**src/rtl/modexp.sv**
```systemverilog
// ---------------------------------------------------------------------------
// modexp
//
// Modular exponentiation sequencer: base^exponent mod modulus, computed by
// left-to-right square-and-multiply. The block never reduces anything by
// itself. Each product is formed here, handed to an external reduction unit,
// and the reduced result is read back.
//
// Parameters
//   WIDTH      reduction-port width; must be even. Operands are WIDTH/2 bits,
//              so every HALF x HALF product fits in WIDTH bits.
//   EXP_WIDTH  exponent width.
//
// Ports
//   clk_in, rst_in   clock, synchronous active-high reset
//   start_in         job request, sampled only while idle
//   base_in          base, captured on an accepted start
//   exponent_in      exponent, captured on an accepted start
//   modulus_in       modulus, captured on an accepted start
//   value_out        result, valid with valid_out, held until the next start
//   busy_out         high from the cycle after an accepted start up to the
//                    completion cycle
//   valid_out        one-cycle completion pulse
//   error_out        high together with valid_out when the modulus was zero
//   red_ready_out    one-cycle request strobe to the reduction unit
//   red_value_out    value to reduce, stable from the strobe until the result
//   red_modulus_out  captured modulus, zero-extended to WIDTH
//   red_busy_in      reduction unit busy; a new request is held off while high
//   red_valid_in     reduction result pulse
//   red_value_in     reduced value; only the low WIDTH/2 bits are used
// ---------------------------------------------------------------------------
module modexp #(
    parameter int WIDTH     = 16,
    parameter int EXP_WIDTH = 8
) (
    input  logic                   clk_in,
    input  logic                   rst_in,
    input  logic                   start_in,
    input  logic [WIDTH/2-1:0]     base_in,
    input  logic [EXP_WIDTH-1:0]   exponent_in,
    input  logic [WIDTH/2-1:0]     modulus_in,
    output logic [WIDTH/2-1:0]     value_out,
    output logic                   busy_out,
    output logic                   valid_out,
    output logic                   error_out,
    output logic                   red_ready_out,
    output logic [WIDTH-1:0]       red_value_out,
    output logic [WIDTH-1:0]       red_modulus_out,
    input  logic                   red_busy_in,
    input  logic                   red_valid_in,
    input  logic [WIDTH-1:0]       red_value_in
);

    localparam int HALF  = WIDTH / 2;
    localparam int BIT_W = (EXP_WIDTH > 1) ? $clog2(EXP_WIDTH) : 1;

    typedef enum logic [2:0] {
        ST_IDLE,
        ST_PREP,
        ST_WAIT,
        ST_NEXT,
        ST_DONE
    } state_t;

    // Which product the current request carries. BASE is the initial
    // reduction of the raw base so later multiplies use a reduced operand.
    typedef enum logic [1:0] {
        OP_BASE,
        OP_SQR,
        OP_MUL
    } op_t;

    state_t                 state_q,    state_d;
    op_t                    op_q,       op_d;
    logic [BIT_W-1:0]       bit_q,      bit_d;
    logic [HALF-1:0]        base_q,     base_d;
    logic [EXP_WIDTH-1:0]   exp_q,      exp_d;
    logic [HALF-1:0]        mod_q,      mod_d;
    logic [HALF-1:0]        acc_q,      acc_d;
    logic [HALF-1:0]        rbase_q,    rbase_d;
    logic [WIDTH-1:0]       redValue_q, redValue_d;
    logic                   redReady_q, redReady_d;
    logic [HALF-1:0]        value_q,    value_d;
    logic                   busy_q,     busy_d;
    logic                   valid_q,    valid_d;
    logic                   error_q,    error_d;

    logic [WIDTH-1:0]       mulA;
    logic [WIDTH-1:0]       mulB;
    logic [WIDTH-1:0]       product;
    logic                   unusedRedUpper;

    // The reduction unit may return junk in its upper half; it is dropped.
    assign unusedRedUpper = ^red_value_in[WIDTH-1:HALF];

    // Single HALF x HALF multiplier shared by squaring and multiplying:
    // the left operand is always acc, the right one is acc or rbase.
    always_comb begin
        mulA    = {{HALF{1'b0}}, acc_q};
        mulB    = (op_q == OP_MUL) ? {{HALF{1'b0}}, rbase_q} : mulA;
        product = mulA * mulB;
    end

    // State and datapath registers.
    always_ff @(posedge clk_in) begin
        if (rst_in) begin
            state_q    <= ST_IDLE;
            op_q       <= OP_BASE;
            bit_q      <= '0;
            base_q     <= '0;
            exp_q      <= '0;
            mod_q      <= '0;
            acc_q      <= '0;
            rbase_q    <= '0;
            redValue_q <= '0;
            redReady_q <= 1'b0;
            value_q    <= '0;
            busy_q     <= 1'b0;
            valid_q    <= 1'b0;
            error_q    <= 1'b0;
        end else begin
            state_q    <= state_d;
            op_q       <= op_d;
            bit_q      <= bit_d;
            base_q     <= base_d;
            exp_q      <= exp_d;
            mod_q      <= mod_d;
            acc_q      <= acc_d;
            rbase_q    <= rbase_d;
            redValue_q <= redValue_d;
            redReady_q <= redReady_d;
            value_q    <= value_d;
            busy_q     <= busy_d;
            valid_q    <= valid_d;
            error_q    <= error_d;
        end
    end

    // Sequencer. Strobes (ready, valid, error) default low so they last one
    // cycle; everything else holds unless a state updates it.
    always_comb begin
        state_d    = state_q;
        op_d       = op_q;
        bit_d      = bit_q;
        base_d     = base_q;
        exp_d      = exp_q;
        mod_d      = mod_q;
        acc_d      = acc_q;
        rbase_d    = rbase_q;
        redValue_d = redValue_q;
        redReady_d = 1'b0;
        value_d    = value_q;
        busy_d     = busy_q;
        valid_d    = 1'b0;
        error_d    = 1'b0;

        unique case (state_q)
            ST_IDLE: begin
                if (start_in) begin
                    base_d  = base_in;
                    exp_d   = exponent_in;
                    mod_d   = modulus_in;
                    busy_d  = 1'b1;
                    value_d = '0;
                    if (modulus_in == '0) begin
                        // Nothing sensible to reduce against: report at once.
                        acc_d   = '0;
                        state_d = ST_DONE;
                    end else begin
                        acc_d   = {{(HALF-1){1'b0}}, 1'b1};
                        rbase_d = '0;
                        bit_d   = BIT_W'(EXP_WIDTH - 1);
                        op_d    = OP_BASE;
                        state_d = ST_PREP;
                    end
                end
            end

            ST_PREP: begin
                if (!red_busy_in) begin
                    redValue_d = (op_q == OP_BASE) ? {{HALF{1'b0}}, base_q}
                                                   : product;
                    redReady_d = 1'b1;
                    state_d    = ST_WAIT;
                end
            end

            ST_WAIT: begin
                if (red_valid_in) begin
                    if (op_q == OP_BASE) begin
                        rbase_d = red_value_in[HALF-1:0];
                    end else begin
                        acc_d = red_value_in[HALF-1:0];
                    end
                    state_d = ST_NEXT;
                end
            end

            ST_NEXT: begin
                // After a squaring with the current bit set, a multiply is
                // still owed for this bit; otherwise move to the next bit.
                if (op_q == OP_BASE) begin
                    op_d    = OP_SQR;
                    state_d = ST_PREP;
                end else if ((op_q == OP_SQR) && exp_q[bit_q]) begin
                    op_d    = OP_MUL;
                    state_d = ST_PREP;
                end else if (bit_q == '0) begin
                    state_d = ST_DONE;
                end else begin
                    bit_d   = bit_q - 1'b1;
                    op_d    = OP_SQR;
                    state_d = ST_PREP;
                end
            end

            ST_DONE: begin
                value_d = acc_q;
                valid_d = 1'b1;
                busy_d  = 1'b0;
                error_d = (mod_q == '0);
                state_d = ST_IDLE;
            end

            default: begin
                state_d = ST_IDLE;
            end
        endcase
    end

    assign value_out       = value_q;
    assign busy_out        = busy_q;
    assign valid_out       = valid_q;
    assign error_out       = error_q;
    assign red_ready_out   = redReady_q;
    assign red_value_out   = redValue_q;
    assign red_modulus_out = {{HALF{1'b0}}, mod_q};

endmodule
```
**config.mk**
```make
export PLATFORM = sky130hd
export DESIGN_NAME = modexp
export DESIGN_NICKNAME = d
export VERILOG_FILES = /design/src/rtl/modexp.sv
export SDC_FILE = /design/constraint.sdc
export NUM_CORES = 1
export LEC_CHECK = 0
export CAP_MARGIN = 30
export CELL_PAD_IN_SITES_DETAIL_PLACEMENT = 0
export CELL_PAD_IN_SITES_GLOBAL_PLACEMENT = 2
export CORE_ASPECT_RATIO = 1.2
export CORE_MARGIN = 2
export CORE_UTILIZATION = 33
export DETAILED_ROUTE_END_ITERATION = 7
export HOLD_SLACK_MARGIN = 0.12
export PLACE_DENSITY = 0.93
export SETUP_SLACK_MARGIN = 0.5
export SYNTH_ARGS = -nofsm -noshare
export SYNTH_HDL_FRONTEND = slang
export SYNTH_SLANG_ARGS = --single-unit
```
**constraint.sdc**
```tcl
create_clock -name clk_in -period 7 [get_ports clk_in]
set_clock_uncertainty 0.2 [all_clocks]
set_input_delay 1.4 -clock clk_in [delete_from_list [all_inputs] [get_ports clk_in]]
set_output_delay 1.4 -clock clk_in [all_outputs]
set_load 0.01 [all_outputs]
```
Word-level counts from Yosys, hierarchy flattened
Cells that the tools add are included.
W data, S select, Z words.
- register bits after elaboration: 76
- bits of input ports: 45
- output and inout port bits: 44
- logic and storage cells: 95
- add/sub/neg operators: 1
- multipliers: 1
- order comparisons: 1
- equality and inequality tests: 16
- mux-type cells: 40
- bitwise gates (word level): 3
- reduce and logical (&&, ||, !) cells: 19
- operator list (kind ; count):
    $mux W8 ; 9
    $pmux W8 S2 ; 3
    $mux W3 ; 12
    $ne A2 B2 Y1 const B ; 9
    $logic_not A8 Y1 ; 2
    $mul A8 B8 Y16 ; 1
    $mux W16 ; 1
    $pmux W3 S4 ; 1
    $mux W2 ; 5
    $reduce_and A4 Y1 ; 2
    $eq A3 B2 Y1 const B ; 2
    $logic_not A3 Y1 ; 2
    $pmux W3 S2 ; 1
    $reduce_and A2 Y1 ; 3
    $reduce_and A6 Y1 ; 1
    $reduce_bool A2 Y1 ; 3
    $mux W1 ; 5
    $reduce_and A5 Y1 ; 1
    $lt A3 B4 Y1 const B ; 1
    $ne A4 B4 Y1 const B ; 1
    $pmux W2 S2 ; 1
    $reduce_or A2 Y1 ; 2
    $bmux W1 S3 ; 1
    $eq A3 B1 Y1 const B ; 1
    other kinds (9) ; 11

Longest topological paths before layout
- depth in word-level cells: 6
- mapped depth: 21
- depth with buffers taken out: 18

Least setup slack after synthesis
OpenSTA, ideal clock, no wires.
- path kind: register to register
- start: register op_q[0]
- end: register redValue_q[12], in the netlist red_value_out[12]
- setup time: 0.117 ns
- arrival time: 4.807 ns
- slack: 1.876 ns
- cell stages (with the launch flop): 18
- buffers on the path: 2
- cells stage by stage: dfxtp_1 > buf_4 > nand2b_1 > buf_2 > mux2_2 > and2_1 > fa_1 > fa_1 > fa_1 > inv_1 > fa_1 > inv_1 > ha_1 > a2111o_1 > o21ai_0 > o21bai_1 > xor2_1 > a22o_1
- cells in the longest elaborated chain, start to end: 4
- elaborated cells on any way between the ends: 5
- RTL lines (what ; line ; source):
    from (decl) ; 74 ; op_t op_q, op_d;
    from (signal assigned) ; 123 ; op_q <= op_d;
    $eq A2 B2 Y1 ; 100 ; mulB = (op_q == OP_MUL) ? {{HALF{1'b0}}, rbase_q} : mulA;
    $mux W8 ; 100 ;
    $mul A8 B8 Y16 ; 101 ; product = mulA * mulB;
    $mux W16 (*) ; 181 ; redValue_d = (op_q == OP_BASE) ? {{HALF{1'b0}}, base_q}
    to (signal assigned) ; 130 ; redValue_q <= redValue_d;
    to (decl) ; 81 ; logic [WIDTH-1:0] redValue_q, redValue_d;
Mark *: on every way between the ends. The rest lies on a longest branch, timed or not.
A chain may end at the register's enable or synchronous reset.

Final worst setup path
- start: register op_q[0]
- end: register redValue_q[14], in the netlist red_value_out[14]
The elaborated chain is that of the path after synthesis.

==> impl_metrics.tcl <==
set metrics [dict create \
    clk_pin_slew_ns 0.06 \
    io_buffers 72 \
    ys_seq_area_share_pct 28.7 \
    h-tree-depth 3 \
    grt_antenna_before_repair 0 \
    insertion_delay_ns 0.34 \
    vias 4227 \
    synth_top_family_by_area "adder cells" \
    syn_to_final_growth_pct 21.1 \
    hp-class "reg2reg" \
    power_mw 1.06 \
    path_delay_family "adder cells" \
    synth_area_leaders "dfxtp_1 29%, fa_1 14%, ha_1 9.0%, nand2_1 5.2%, nor2b_1 4.5%" \
    ir_drop_mv 0.108 \
    synth_mux_area_share_pct 6.39 \
    rows 50 \
    grt_pass1_wl_um 20700 \
    cts_sinks 76 \
    postCtsSetupRepairBufs 0 \
    grt_pass1_vias 4300 \
    slowest_delay_ns 0.66 \
    setup_viol 0 \
    cpMostUsedCell "fa_1" \
    yosys.area_share.adder_pct 22.5 \
    max_cap_viol_count 0 \
    period_share_pct 86.7 \
    status "finished, final reports clean" \
    drv_slew 0 \
    pin_count 89 \
    yosys_warnings 0 \
    drc 0 \
    wl_per_cell_um 14.2 \
    leakagePower_nw 2.77 \
    first_iter_violations 136 \
    syn_inst 605 \
    netlist.top_cell.by_area "dfxtp_1" \
    fin_nets 778 \
    grt_max_degree 62 \
    first_pass_iters 5 \
    startpoint_type "flop" \
    synth-simple-area-share_pct 20.4 \
    endpoint_kind "flop" \
    wl_um 12400 \
    setup_tns_ns 0 \
    overflow 0 \
    fillCellCount 1615 \
    die_area_um2 17100 \
    worstSetupPathType "reg2reg" \
    die_h_um 143 \
    ys_async_sr_fraction_pct 0 \
    crit_buf_inv 2 \
    die_w_um 120 \
    arrival_ns 6.15 \
    synth_flop_cell "dfxtp_1" \
    hold_viol_final 0 \
    post_cts_resized 0 \
    ys_types 53 \
    synth_xor_area_share_pct 1.49 \
    start_util_pct 33.8 \
    max_freq_ghz 0.165 \
    synth-compound-area-share_pct 12.6 \
    synth_area_um2 5310 \
    cts_tree "built" \
    diodes 0 \
    coreArea_um2 15700 \
    drive_gt1_share_pct 5.28 \
    viasPerCell 4.85 \
    cts_root_buf "clkbuf_16" \
    powerDensity_nw_per_um2 165 \
    hpwl_um 9380 \
    path_max_fanout 16 \
    ctsLongestPathBuffers 2 \
    synth_edf_count 0 \
    cp_cell_sequence "nand2b_1 > mux2i_1 > nor2b_1 > fa_1 > fa_1 > fa_1 > inv_1 > fa_1 > inv_1 > ha_1 > a2111o_1 > o21ai_0 > o21ai_0 > mux2_2 > nand3_1" \
    yosys.area.top_type_share_pct 28.7 \
    fin_crit_ns 6.07 \
    rsz0062_at_grt "false" \
    slew_headroom_pct 29.1 \
    synth_area_per_cell_um2 8.77 \
    worst_ep_required_time_ns 7.08 \
    ys_seq_elements 76 \
    worst_pin_slew_ns 1.06 \
    gp_congestion 0.769 \
    grt_usage_pct 15.3 \
    cts_hold_buf 0 \
    cts_buffers 9 \
    slowest_stage "mux2i_1" \
    antenna_left 0 \
]
## kinds of logic after synthesis
| group | count (synthesis) |
|---|---|
| xor+xnor | 9 |
| simple gates | 214 |
| mux | 30 |
| buf+inv | 97 |
| flops | 76 |
| other cells | 1 |
| compound gates | 104 |
| fa+ha+maj | 74 |
## area by class of cell
type                            instances  area, um^2  area share, %
Multi-Input combinational cell        439        3400           52.9
Sequential cell                        76        1520           23.7
Timing Repair Buffer                   77         753           11.7
Tap cell                              208         260           4.05
Clock buffer                           11         233           3.62
Inverter                               56         210           3.27
Clock inverter                          4        51.3          0.798
## report_power, final
| part | total [mW] | leakage [nW] | internal (mW) | switching (mW) |
|---|---|---|---|---|
| combinational | 0.132 | 2.01 | 0.0643 | 0.0677 |
| clock | 0.462 | 0.136 | 0.274 | 0.187 |
| sequential | 0.469 | 0.618 | 0.451 | 0.0179 |
| total | 1.06 | 2.77 | 0.790 | 0.273 |
## registers in the layout (all words and copies together), names as in the netlist, 2 cells and up
register / cells
op_q: 2
value_out: 8
mod_q: 8
acc_q: 8
rbase_q: 8
bit_q: 3
state_q: 3
red_value_out: 16
exp_q: 8
base_q: 8
## metrics by stage
step	std cells	utilization [%]	setup slack (ns)	cell area, um^2	hold WS, ns
after floorplan	612	-	1.88	5330	0.232
after global placement	856	39.1	0.932	6140	0.241
after detailed placement	856	39.1	0.909	6140	0.247
after CTS	871	40.9	0.879	6430	0.255
after global routing	871	40.9	0.589	6430	0.282
final	871	40.9	0.934	6430	0.254
## synthesized netlist by cell type (6+ instances only)
| cell type | number |
|---|---|
| and2_1 | 10 |
| nor2b_1 | 38 |
| inv_1 | 56 |
| mux2i_1 | 23 |
| a22o_1 | 15 |
| buf_4 | 11 |
| nand2_1 | 73 |
| nand3_1 | 7 |
| o21ai_0 | 13 |
| a211oi_1 | 9 |
| dfxtp_1 | 76 |
| and3_1 | 8 |
| o21a_1 | 6 |
| nand2b_1 | 11 |
| fa_1 | 36 |
| clkbuf_1 | 22 |
| nor3_1 | 8 |
| buf_2 | 8 |
| nor2_1 | 37 |
| a21oi_1 | 42 |
| ha_1 | 38 |
## routing by layer
layer  wire (um)  up-vias  GRT usage, %
met4         178        0          5.14
met3         822       15          4.55
met5           0        -             0
met2        6130       98          26.3
li1            -     2113             -
met1        5230     2001          18.2
## worst min-delay path, stage by stage (launching register included)
cell and delay [ns]:
dfxtp_1 0.31, nand2_1 0.05, a21oi_1 0.05
## final timing paths
kind	slack, ns	cells after the start	from	to
setup reg to reg	0.93	15	op_q[0]	red_value_out[14]
hold / removal	0.25	2	exp_q[3]	exp_q[3]
hold reg to reg	0.25	2	exp_q[3]	exp_q[3]
setup / recovery	0.93	15	op_q[0]	red_value_out[14]
## placed cells by master, fill, tap and decap left out, drive strengths merged, types with 2 or more instances in the layout
cell type      count
and2              10
clkdlybuf4s50     71
inv               56
or4                2
conb               8
nor2              39
a31oi              3
clkinv             2
nand2b            11
xor2               4
mux2i             23
mux4               2
nand2             75
o211ai             3
nor3               9
mux2               5
o21a               6
a21o               2
a21oi             42
nand3              7
a22o              15
dfxtp             76
xnor2              5
a211oi            10
ha                38
buf                6
fa                36
nand3b             2
and3               8
nor2b             38
or3                2
clkbuf            11
nor3b              2
nor4               3
o21ai             14
a311oi             3
or2                4
Note: power is estimated with default switching activity, not from simulation.
